## config.mk

```make
export PLATFORM = sky130hd
export DESIGN_NAME = jtframe_sdram_arb
export DESIGN_NICKNAME = d
export VERILOG_FILES = /design/src/rtl/jtframe_sdram_arb_pkg.sv /design/src/rtl/jtframe_sdram_arb_slot.sv /design/src/rtl/jtframe_sdram_arb.sv
export SDC_FILE = /design/constraint.sdc
export NUM_CORES = 1
export LEC_CHECK = 0
export ABC_AREA = 1
export ABC_CLOCK_PERIOD_IN_PS = 9700
export CAP_MARGIN = 20
export CORE_MARGIN = 8
export CORE_UTILIZATION = 50
export CTS_BUF_LIST = sky130_fd_sc_hd__clkbuf_8 sky130_fd_sc_hd__clkbuf_16
export DETAILED_ROUTE_END_ITERATION = 10
export PLACE_DENSITY = 0.8
export SLEW_MARGIN = 20
export SYNTH_ARGS = -nofsm -noshare
export SYNTH_HDL_FRONTEND = slang
export SYNTH_SLANG_ARGS = --single-unit
```

## constraint.sdc

```tcl
create_clock -name clk -period 9.7 [get_ports clk]
set_input_delay 1.455 -clock clk [delete_from_list [all_inputs] [get_ports clk]]
set_output_delay 1.455 -clock clk [all_outputs]
set_load 0.03 [all_outputs]
```

## src/rtl/jtframe_sdram_arb_pkg.sv

```systemverilog
// Shared types and helpers for the SDRAM read-port arbiter: FSM states,
// slot-select width and the round-robin pick.
package jtframe_sdram_arb_pkg;

  localparam int MAX_SLOTS = 8;
  localparam int SEL_W     = $clog2(MAX_SLOTS);

  typedef logic [SEL_W-1:0] sel_t;

  typedef enum logic [1:0] {
    IDLE      = 2'd0,
    WAIT_ACK  = 2'd1,
    WAIT_DATA = 2'd2
  } state_t;

  // First pending slot at or after rr, wrapping at slots.
  function automatic sel_t rr_pick(input logic [MAX_SLOTS-1:0] pend,
                                   input sel_t rr,
                                   input int unsigned slots);
    sel_t        pick;
    logic        found;
    int unsigned idx;
    pick  = '0;
    found = 1'b0;
    for (int unsigned k = 0; k < MAX_SLOTS; k++) begin
      if (k < slots) begin
        idx = 32'(rr) + k;
        if (idx >= slots) idx = idx - slots;
        if (!found && pend[idx[SEL_W-1:0]]) begin
          found = 1'b1;
          pick  = idx[SEL_W-1:0];
        end
      end
    end
    return pick;
  endfunction

endpackage

```

## src/rtl/jtframe_sdram_arb_slot.sv

```systemverilog
// One requester's single-entry read cache: valid bit, tag and data, with
// a combinational hit compare against the live request address.
module jtframe_sdram_arb_slot #(
  parameter int AW = 22,
  parameter int DW = 32
) (
  input  logic          clk,
  input  logic          rst,
  input  logic          cs,
  input  logic [AW-1:0] addr,
  input  logic          flush,
  input  logic          fill,
  input  logic [AW-1:0] fill_addr,
  input  logic [DW-1:0] fill_data,
  output logic          hit,
  output logic [DW-1:0] dout
);

  logic          valid;
  logic [AW-1:0] cache_addr;
  logic [DW-1:0] cache_data;

  always_ff @(posedge clk or posedge rst) begin
    if (rst) begin
      valid      <= 1'b0;
      cache_addr <= '0;
      cache_data <= '0;
    end else begin
      // Flush wins so a fill can never revalidate during a ROM download.
      if (flush)     valid <= 1'b0;
      else if (fill) valid <= 1'b1;
      if (fill) begin
        cache_addr <= fill_addr;
        cache_data <= fill_data;
      end
    end
  end

  assign hit  = cs & valid & (addr == cache_addr);
  assign dout = cache_data;

endmodule

```

## src/rtl/jtframe_sdram_arb.sv

```systemverilog
// Round-robin arbiter sharing one SDRAM read port among SLOTS cached ROM
// requesters, one transaction in flight at a time.
module jtframe_sdram_arb
  import jtframe_sdram_arb_pkg::*;
#(
  parameter int SLOTS = 4,
  parameter int AW    = 22,
  parameter int DW    = 32
) (
  input  logic                clk,
  input  logic                rst,
  input  logic                downloading,
  input  logic [SLOTS-1:0]    slot_cs,
  input  logic [SLOTS*AW-1:0] slot_addr,
  output logic [SLOTS-1:0]    slot_ok,
  output logic [SLOTS*DW-1:0] slot_dout,
  output logic                sdram_req,
  output logic [AW-1:0]       sdram_addr,
  input  logic                sdram_ack,
  input  logic [DW-1:0]       data_read,
  input  logic                data_rdy,
  output logic                refresh_en,
  output state_t              state_dbg
);

  // Handshake: sdram_req rises with sdram_addr stable and both hold until the
  // single-cycle sdram_ack; data_rdy is a single-cycle pulse, honoured only
  // while a transaction is outstanding (WAIT_ACK with ack, or WAIT_DATA).

  state_t               state;
  sel_t                 sel, rr, pick;
  logic [SLOTS-1:0]     hit, pend;
  logic [MAX_SLOTS-1:0] pend_x;
  logic                 complete, fill;

  for (genvar i = 0; i < SLOTS; i++) begin : g_slot
    jtframe_sdram_arb_slot #(.AW(AW), .DW(DW)) u_slot (
      .clk       (clk),
      .rst       (rst),
      .cs        (slot_cs[i]),
      .addr      (slot_addr[i*AW +: AW]),
      .flush     (downloading),
      .fill      (fill && (sel == sel_t'(i))),
      .fill_addr (sdram_addr),
      .fill_data (data_read),
      .hit       (hit[i]),
      .dout      (slot_dout[i*DW +: DW])
    );
  end

  assign pend    = slot_cs & ~hit;
  assign slot_ok = hit;

  always_comb begin
    pend_x = '0;
    for (int i = 0; i < SLOTS; i++) pend_x[i] = pend[i];
    pick = rr_pick(pend_x, rr, SLOTS);
  end

  assign complete   = (state == WAIT_ACK && sdram_ack && data_rdy) ||
                      (state == WAIT_DATA && data_rdy);
  assign fill       = complete && !downloading;
  assign refresh_en = (state == IDLE && !(|pend)) || downloading;
  assign state_dbg  = state;

  always_ff @(posedge clk or posedge rst) begin
    if (rst) begin
      state      <= IDLE;
      sel        <= '0;
      rr         <= '0;
      sdram_req  <= 1'b0;
      sdram_addr <= '0;
    end else begin
      case (state)
        IDLE: begin
          if (!downloading && |pend) begin
            sel        <= pick;
            sdram_addr <= slot_addr[int'(pick)*AW +: AW];
            sdram_req  <= 1'b1;
            rr         <= (pick == sel_t'(SLOTS-1)) ? '0 : pick + sel_t'(1);
            state      <= WAIT_ACK;
          end
        end
        WAIT_ACK: begin
          if (sdram_ack) begin
            sdram_req <= 1'b0;
            state     <= data_rdy ? IDLE : WAIT_DATA;
          end
        end
        WAIT_DATA: begin
          if (data_rdy) state <= IDLE;
        end
        default: state <= IDLE;
      endcase
    end
  end

endmodule

```

==> results by group, run 1 <==
Timing
  – Least-Margin Pin Slew: about 1100 ps
  – Max Fclk: 184 MHz
  – Setup violators final: 0
  – Slew margin rel.: 0.251
  – Fin crit share: 0.562
  – WHS: 481 ps
  – Setup TNS: 0 ps
  – Final WS setup: between 4000 and 5000 ps
  – Min cycle time layout: 5450 ps
  – Count of final max-slew check failures: 0
  – RSZ-0062 raised after global routing: no
  – Final Hold Fails: 0
  – Clock skew: between 20 and 30 ps

Cells and area
  – Fraction of layout cells with a size suffix above 1: 0.0385
  – Final Core Density: 0.667
  – Commonest non-fill, non-tap cells in the layout: nand2_1 (540), clkdlybuf4s50_1 (286), dfrtp_1 (251)
  – Leading cell type in the layout, fill and taps excluded: nand2_1
  – Fin nets: between 1500 and 2000
  – Area of the multi-input gates: between 4000 and 5000 um2
  – Area growth syn-to-layout: 32.5%
  – Fill count: ~2100
  – FF+latch area: around 6300 um2

Critical path
  – CP Class: in2out
  – Worst EP arrival: approximately 4000 ps
  – Critical path peak fanout: 4
  – Crit path launch type: primary input
  – Worst reg2reg path depth: 12
  – Critical Path End Type: primary output
  – Required time of the critical path: just over 8000 ps

Global route
  – Total Routing Usage GR: 0.282
  – GRT busiest layer: met2
  – Largest net degree at the start of global routing: 110
  – GR Util met2: 0.454
  – Grt met3 use: 0.105
  – Initial antenna violation count: 0
  – Met1 track demand over resource: 0.338
  – Number of global-route vias before repair: approximately 12000
  – Total gr overflow: 0
  – First-pass GRT wire length: 64500 um

Clock network
  – Sink Count: roughly 250
  – Post-CTS Setup Inserts: 0
  – Hold Buf Count CTS: 0
  – CTS Buffer Depth: 3
  – Clock transition at the registers of the reported paths: 60 ps
  – CTS root buf: clkbuf_16
  – Clk_lat worst skew: between 500 and 600 ps
  – Clock tree from TritonCTS: done
  – Inserted Clock Buffers: 27
  – Post-CTS resize count: 0
  – H-tree depth: 1

Yosys
  – Syn nets: 1736
  – Register area share after synthesis: 0.518
  – Yosys reg bits: roughly 250
  – Post-synth ARST share: 1.00
  – Distinct cells, synth: 36
  – Post-synth EDFFs: 0
  – Mapped Area: 12100 um2
  – Primary FF master, synth: dfrtp_1
  – Synth warn: 0
  – Avg Cell Area, Syn: 7.56 um2
  – Post-Syn Instances: 1604

Place
  – Final HPWL DP: approximately 30000 um
  – Port buffer count: 286
  – Pre-CTS setup slack: around 4300 ps
  – Placer Congestion: between 0.9 and 1

Detailed routing
  – Total vias in the final route: between 10000 and 15000
  – DRT Wirelength: 41600 um
  – Wire per inst: between 15 and 20 um
  – Via density: 5.23
  – ANT nets after route: 0
  – DR iter-0 viols: between 1000 and 1500
  – DRC Markers: 0
  – Drt pass-1 iters: 6

Die
  – Die extent in y: between 150 and 200 um
  – Die W: ~170 um
  – Starting Density: 0.503
  – Die Area: between 20000 and 30000 um2
  – Core Region: around 24000 um2
  – Row cnt: 57
  – # IOs: ~290

Min path
  – HP Class: reg2reg
  – Hold path depth: 2

Power and ir drop
  – Max IR drop VDD: around 0.00026 V
  – PwrDens: between 300 and 400 nW/um2
  – Leak: ~8 nW

Run
  – Max_cap viols: 0

Run status
  – Status: finished, final reports clean
[metal layers]
layer | wire (um) | up-vias
met1 | 16000 | 5384
met5 | 0 | -
li1 | - | 5539
met4 | 1870 | 0
met3 | 4920 | 80
met2 | 18900 | 490
[cells by family (layout without fill, tap and decap cells)]
logic type / count (synthesis) / after routing / share of synthesized area
AO/OA/AOI/OAI: 254 / 254 / 0.106
adder cells (fa/ha/maj): 3 / 3 / 0.00309
XOR/XNOR: 5 / 5 / 0.00361
other: 0 / 1 / 0
AND/OR/NAND/NOR: 809 / 809 / 0.277
flip-flops: 251 / 251 / 0.518
buffers and inverters: 282 / 550 / 0.0920
[power breakdown]
part,leakage [nW],total (W),switching [W],internal (W)
Clock,0.448,0.00100,0.000424,0.000581
Sequential,3.28,0.00177,0.000299,0.00147
Combinational,4.19,0.00294,0.00192,0.00102
Total,7.92,0.00571,0.00264,0.00307
[registers in the layout, indices dropped and copies added, names as in the netlist]
signal,flops
sdram_req,1
state_dbg,2
g_slot.u_slot.dout,128
rr,3
g_slot.u_slot.cache_addr,88
sel,3
g_slot.u_slot.valid,4
sdram_addr,22
[final cells by class]
type / instances / area share
diodes: 1 / 0.000156
repair buffers: 290 / 0.183
clock inverters: 18 / 0.00895
well taps: 324 / 0.0252
inverters: 212 / 0.0500
multi-input cells: 1071 / 0.297
flip-flops and latches: 251 / 0.391
clock buffers: 30 / 0.0446
[synthesized netlist by cell type, types with 4 or more instances]
cell type | number | share of area
buf_2 | 10 | 0.0041
buf_4 | 4 | 0.0025
buf_6 | 4 | 0.0037
clkbuf_1 | 51 | 0.016
dfrtp_1 | 251 | 0.52
inv_1 | 203 | 0.063
inv_2 | 7 | 0.0022
nand2_1 | 544 | 0.17
nand2_2 | 4 | 0.0021
nand3_1 | 141 | 0.058
nand3_2 | 4 | 0.0033
nand4_1 | 12 | 0.0062
nor2_1 | 84 | 0.026
nor3_1 | 8 | 0.0033
o21ai_0 | 234 | 0.097
o21ai_1 | 10 | 0.0041
xnor2_1 | 4 | 0.0029
[worst paths after layout]
| path | startpoint | to | slack [ps] |
|---|---|---|---|
| min reg2reg | g_slot[3].u_slot.dout[7] | g_slot[3].u_slot.dout[7] | 480 |
| max | slot_cs[2] | slot_ok[2] | 4250 |
| min | g_slot[3].u_slot.dout[7] | g_slot[3].u_slot.dout[7] | 480 |
| min in group asynchronous | rst | g_slot[2].u_slot.cache_addr[2] | 1420 |
| max reg2reg | g_slot[2].u_slot.cache_addr[9] | sel[0] | 6000 |
| max in group asynchronous | rst | g_slot[0].u_slot.cache_addr[11] | 7060 |
[critical path: stages]
cell and delay [ps]:
clkdlybuf4s50_1 580, nand2_1 140, nor3_1 200, nand2_1 80, a2111oi_0 400, nand3_1 130, nor4b_1 280, clkdlybuf4s50_1 730
[through the flow]
stage	cells	total power [W]	area, um2
after global routing	2196	0.00605	16100
after CTS	2194	0.00569	16000
after global placement	2146	0.00460	15100
after detailed placement	2146	0.00466	15100
final	2197	0.00571	16100
after floorplan	1604	0.00350	12100
(Power assumes the default switching activity.)
==> inputs of run 2 (changes only) <==
Settings changed: ABC_CLOCK_PERIOD_IN_PS 9700 to 5300.
Clock period 9.7 ns to 5.3 ns, I/O delays scaled along.
==> results by group, run 2 (synthesis results as in run 1) <==
Global route
  – Total Routing Usage GR: 0.283 (was 0.282)
  – Initial antenna violation count: 2 (was 0)
  – First-pass GRT wire length: 64800 um (was 64500 um)
  – Total gr overflow: 0 (unchanged)
  – Largest net degree at the start of global routing: 131 (was 110)
  – Number of global-route vias before repair: 11500 (was 11600)

Critical path
  – Crit path largest cell delay: 780 ps (was 730 ps)
  – Crit path launch type: primary input (unchanged)
  – CP max stage cell: clkdlybuf4s50_1 (unchanged)
  – Crit path max-delay family: buffers and inverters (unchanged)
  – Buf/Inv on CP: 2 (unchanged)
  – Critical path peak fanout: 4 (unchanged)
  – Worst EP arrival: 3420 ps (was 3990 ps)
  – Critical path cell sequence: clkdlybuf4s50_1 > nand2_1 > a21oi_1 > nand3_1 > nor2_1 > nand3_2 > nand2_1 > a41oi_1 > nor2_1 > clkdlybuf4s50_1 (was clkdlybuf4s50_1 > nand2_1 > nor3_1 > nand2_1 > a2111oi_0 > nand3_1 > nor4b_1 > clkdlybuf4s50_1)
  – Critical Path End Type: primary output (unchanged)
  – CP Class: in2out (unchanged)
  – Required time of the critical path: 4510 ps (was 8250 ps)

Detailed routing
  – DR iter-0 viols: 1331 (was 1113)
  – Via density: 5.28 (was 5.23)
  – Wire per inst: 19.1 um (was 18.9 um)
  – DRC Markers: 0 (unchanged)
  – Total vias in the final route: 11600 (was 11500)
  – ANT nets after route: 0 (unchanged)
  – Drt pass-1 iters: 5 (was 6)
  – DRT Wirelength: 42100 um (was 41600 um)

Die
  – Die extent in y: 172 um (unchanged)
  – # IOs: 287 (unchanged)
  – Die W: 172 um (unchanged)
  – Row cnt: 57 (unchanged)
  – Starting Density: 0.503 (unchanged)
  – Die Area: 29500 um2 (unchanged)
  – Core Region: 24100 um2 (unchanged)

Power and ir drop
  – Clock share of power: 0.183 (was 0.176)
  – Pwr Total: 0.0105 W (was 0.00571 W)
  – Max IR drop VDD: 0.000494 V (was 0.000261 V)
  – Sw Share: 0.460 (was 0.462)
  – NetSw: 0.00485 W (was 0.00264 W)
  – Leak: 7.98 nW (was 7.92 nW)
  – PwrDens: 652 nW/um2 (was 355 nW/um2)
  – Pint: 0.00569 W (was 0.00307 W)
  – Logic pwr share: 0.510 (was 0.514)
  – Part of the power in registers: 0.307 (was 0.310)

Place
  – Placed cell count: 2152 (was 2146)
  – Port buffer count: 286 (unchanged)
  – Final HPWL DP: 30100 um (was 30000 um)
  – Placer Congestion: 0.962 (was 0.935)

Timing
  – Max Fclk: approximately 240 MHz
  – WHS: 483 ps (was 481 ps)
  – Final Hold Fails: 0 (unchanged)
  – Count of final max-slew check failures: 0 (unchanged)
  – Setup violators final: 0 (unchanged)
  – Fin crit share: 0.796
  – Slew margin rel.: 0.290 (was 0.251)
  – Min cycle time layout: 4220 ps
  – Setup TNS: 0 ps (unchanged)
  – Clock skew: 7.71 ps (was 27.6 ps)
  – Least-Margin Pin Slew: 1060 ps (was 1120 ps)
  – RSZ-0062 raised after global routing: no (unchanged)

Min path
  – HP Class: reg2reg (unchanged)

Cells and area
  – Fin nets: 1992 (was 1985)
  – Fraction of layout cells with a size suffix above 1: 0.0405 (was 0.0385)
  – Commonest non-fill, non-tap cells in the layout: nand2_1 (540), clkdlybuf4s50_1 (286), dfrtp_1 (251) (unchanged)
  – Fill count: 2070 (was 2101)
  – Area of the multi-input gates: 4770 um2 (was 4780 um2)
  – Leading cell type in the layout, fill and taps excluded: nand2_1 (unchanged)
  – Finished Layout Cells: 2202 (was 2197)
  – Max FFs per register: 128 (unchanged)
  – FF+latch area: 6280 um2 (unchanged)
  – Area growth syn-to-layout: 33.2% (was 32.5%)
  – Final Core Density: 0.670 (was 0.667)

Clock network
  – Inserted Clock Buffers: 28 (was 27)
  – Post-CTS Setup Inserts: 0 (unchanged)
  – Clk_lat worst skew: 550 ps (about the same)
  – CTS root buf: clkbuf_16 (unchanged)
  – Clock tree from TritonCTS: done (unchanged)
  – Hold Buf Count CTS: 0 (unchanged)
  – Post-CTS resize count: 0 (unchanged)
  – H-tree depth: 1 (unchanged)
  – Sink Count: 251 (unchanged)
  – CTS Buffer Depth: 3 (unchanged)
  – Clock transition at the registers of the reported paths: 60 ps (about the same)

Run status
  – Status: finished, final reports clean (unchanged)

Run
  – Max_cap viols: 0 (unchanged)
==> run 2: cell count changes in the layout (fill, tap and decap cells not counted), sizes merged <==
cell,change
bufinv,+1
clkbuf,+1
inv,-1
clkinvlp,-1
buf,+6
clkinv,-1
==> run 2: power by group through the flow <==
stage                     Combinational (W)  Clock, W  Sequential (W)
after floorplan                     0.00226         0         0.00414
after global placement              0.00525         0         0.00320
after detailed placement            0.00532         0         0.00323
after CTS                           0.00536   0.00196         0.00322
after global routing                0.00579   0.00203         0.00333
final                               0.00537   0.00193         0.00323
==> run 2: worst reg2reg max path, delay by kind of cell, from the launching register on <==
kind	cells	cell delay, ps
buffers and inverters	3	210
AOI/OAI and AO/OA	1	80
DFF	1	400
and+or+nand+nor	14	1690
adders and majority gates	1	490
==> run 2: area by class of cell <==
type	count	share of cell area
Sequential cell	251	0.389
Multi-Input combinational cell	1071	0.295
Timing Repair Buffer	296	0.185
Inverter	212	0.0495
Clock buffer	31	0.0459
Tap cell	324	0.0251
Clock inverter	16	0.00968
Antenna cell	1	0.000155
==> run 2: worst paths after layout <==
path,startpoint,to,slack (ps),cells after the start
min,g_slot[2].u_slot.dout[4],g_slot[2].u_slot.dout[4],480,2
min reg2reg,g_slot[2].u_slot.dout[4],g_slot[2].u_slot.dout[4],480,2
max reg2reg,g_slot[3].u_slot.cache_addr[10],rr[1],2310,19
min in group asynchronous,rst,g_slot[1].u_slot.dout[19],790,3
max in group asynchronous,rst,g_slot[1].u_slot.cache_addr[18],3860,3
max,slot_cs[0],refresh_en,1080,10
==> run 2: routing by layer <==
layer,GRT usage,wire (um),vias up
met4,0.122,2000,2
met1,0.343,16200,5436
met5,0,13,-
li1,-,-,5539
met2,0.451,19000,532
met3,0.102,4920,116
==> run 2: stage by stage <==
step | setup WS (ps) | instance area, um2
after global routing | 996 | 16200
after CTS | 1110 | 16100
after floorplan | 1200 | 12100
final | 1080 | 16200
after global placement | 1080 | 15200
after detailed placement | 1120 | 15200
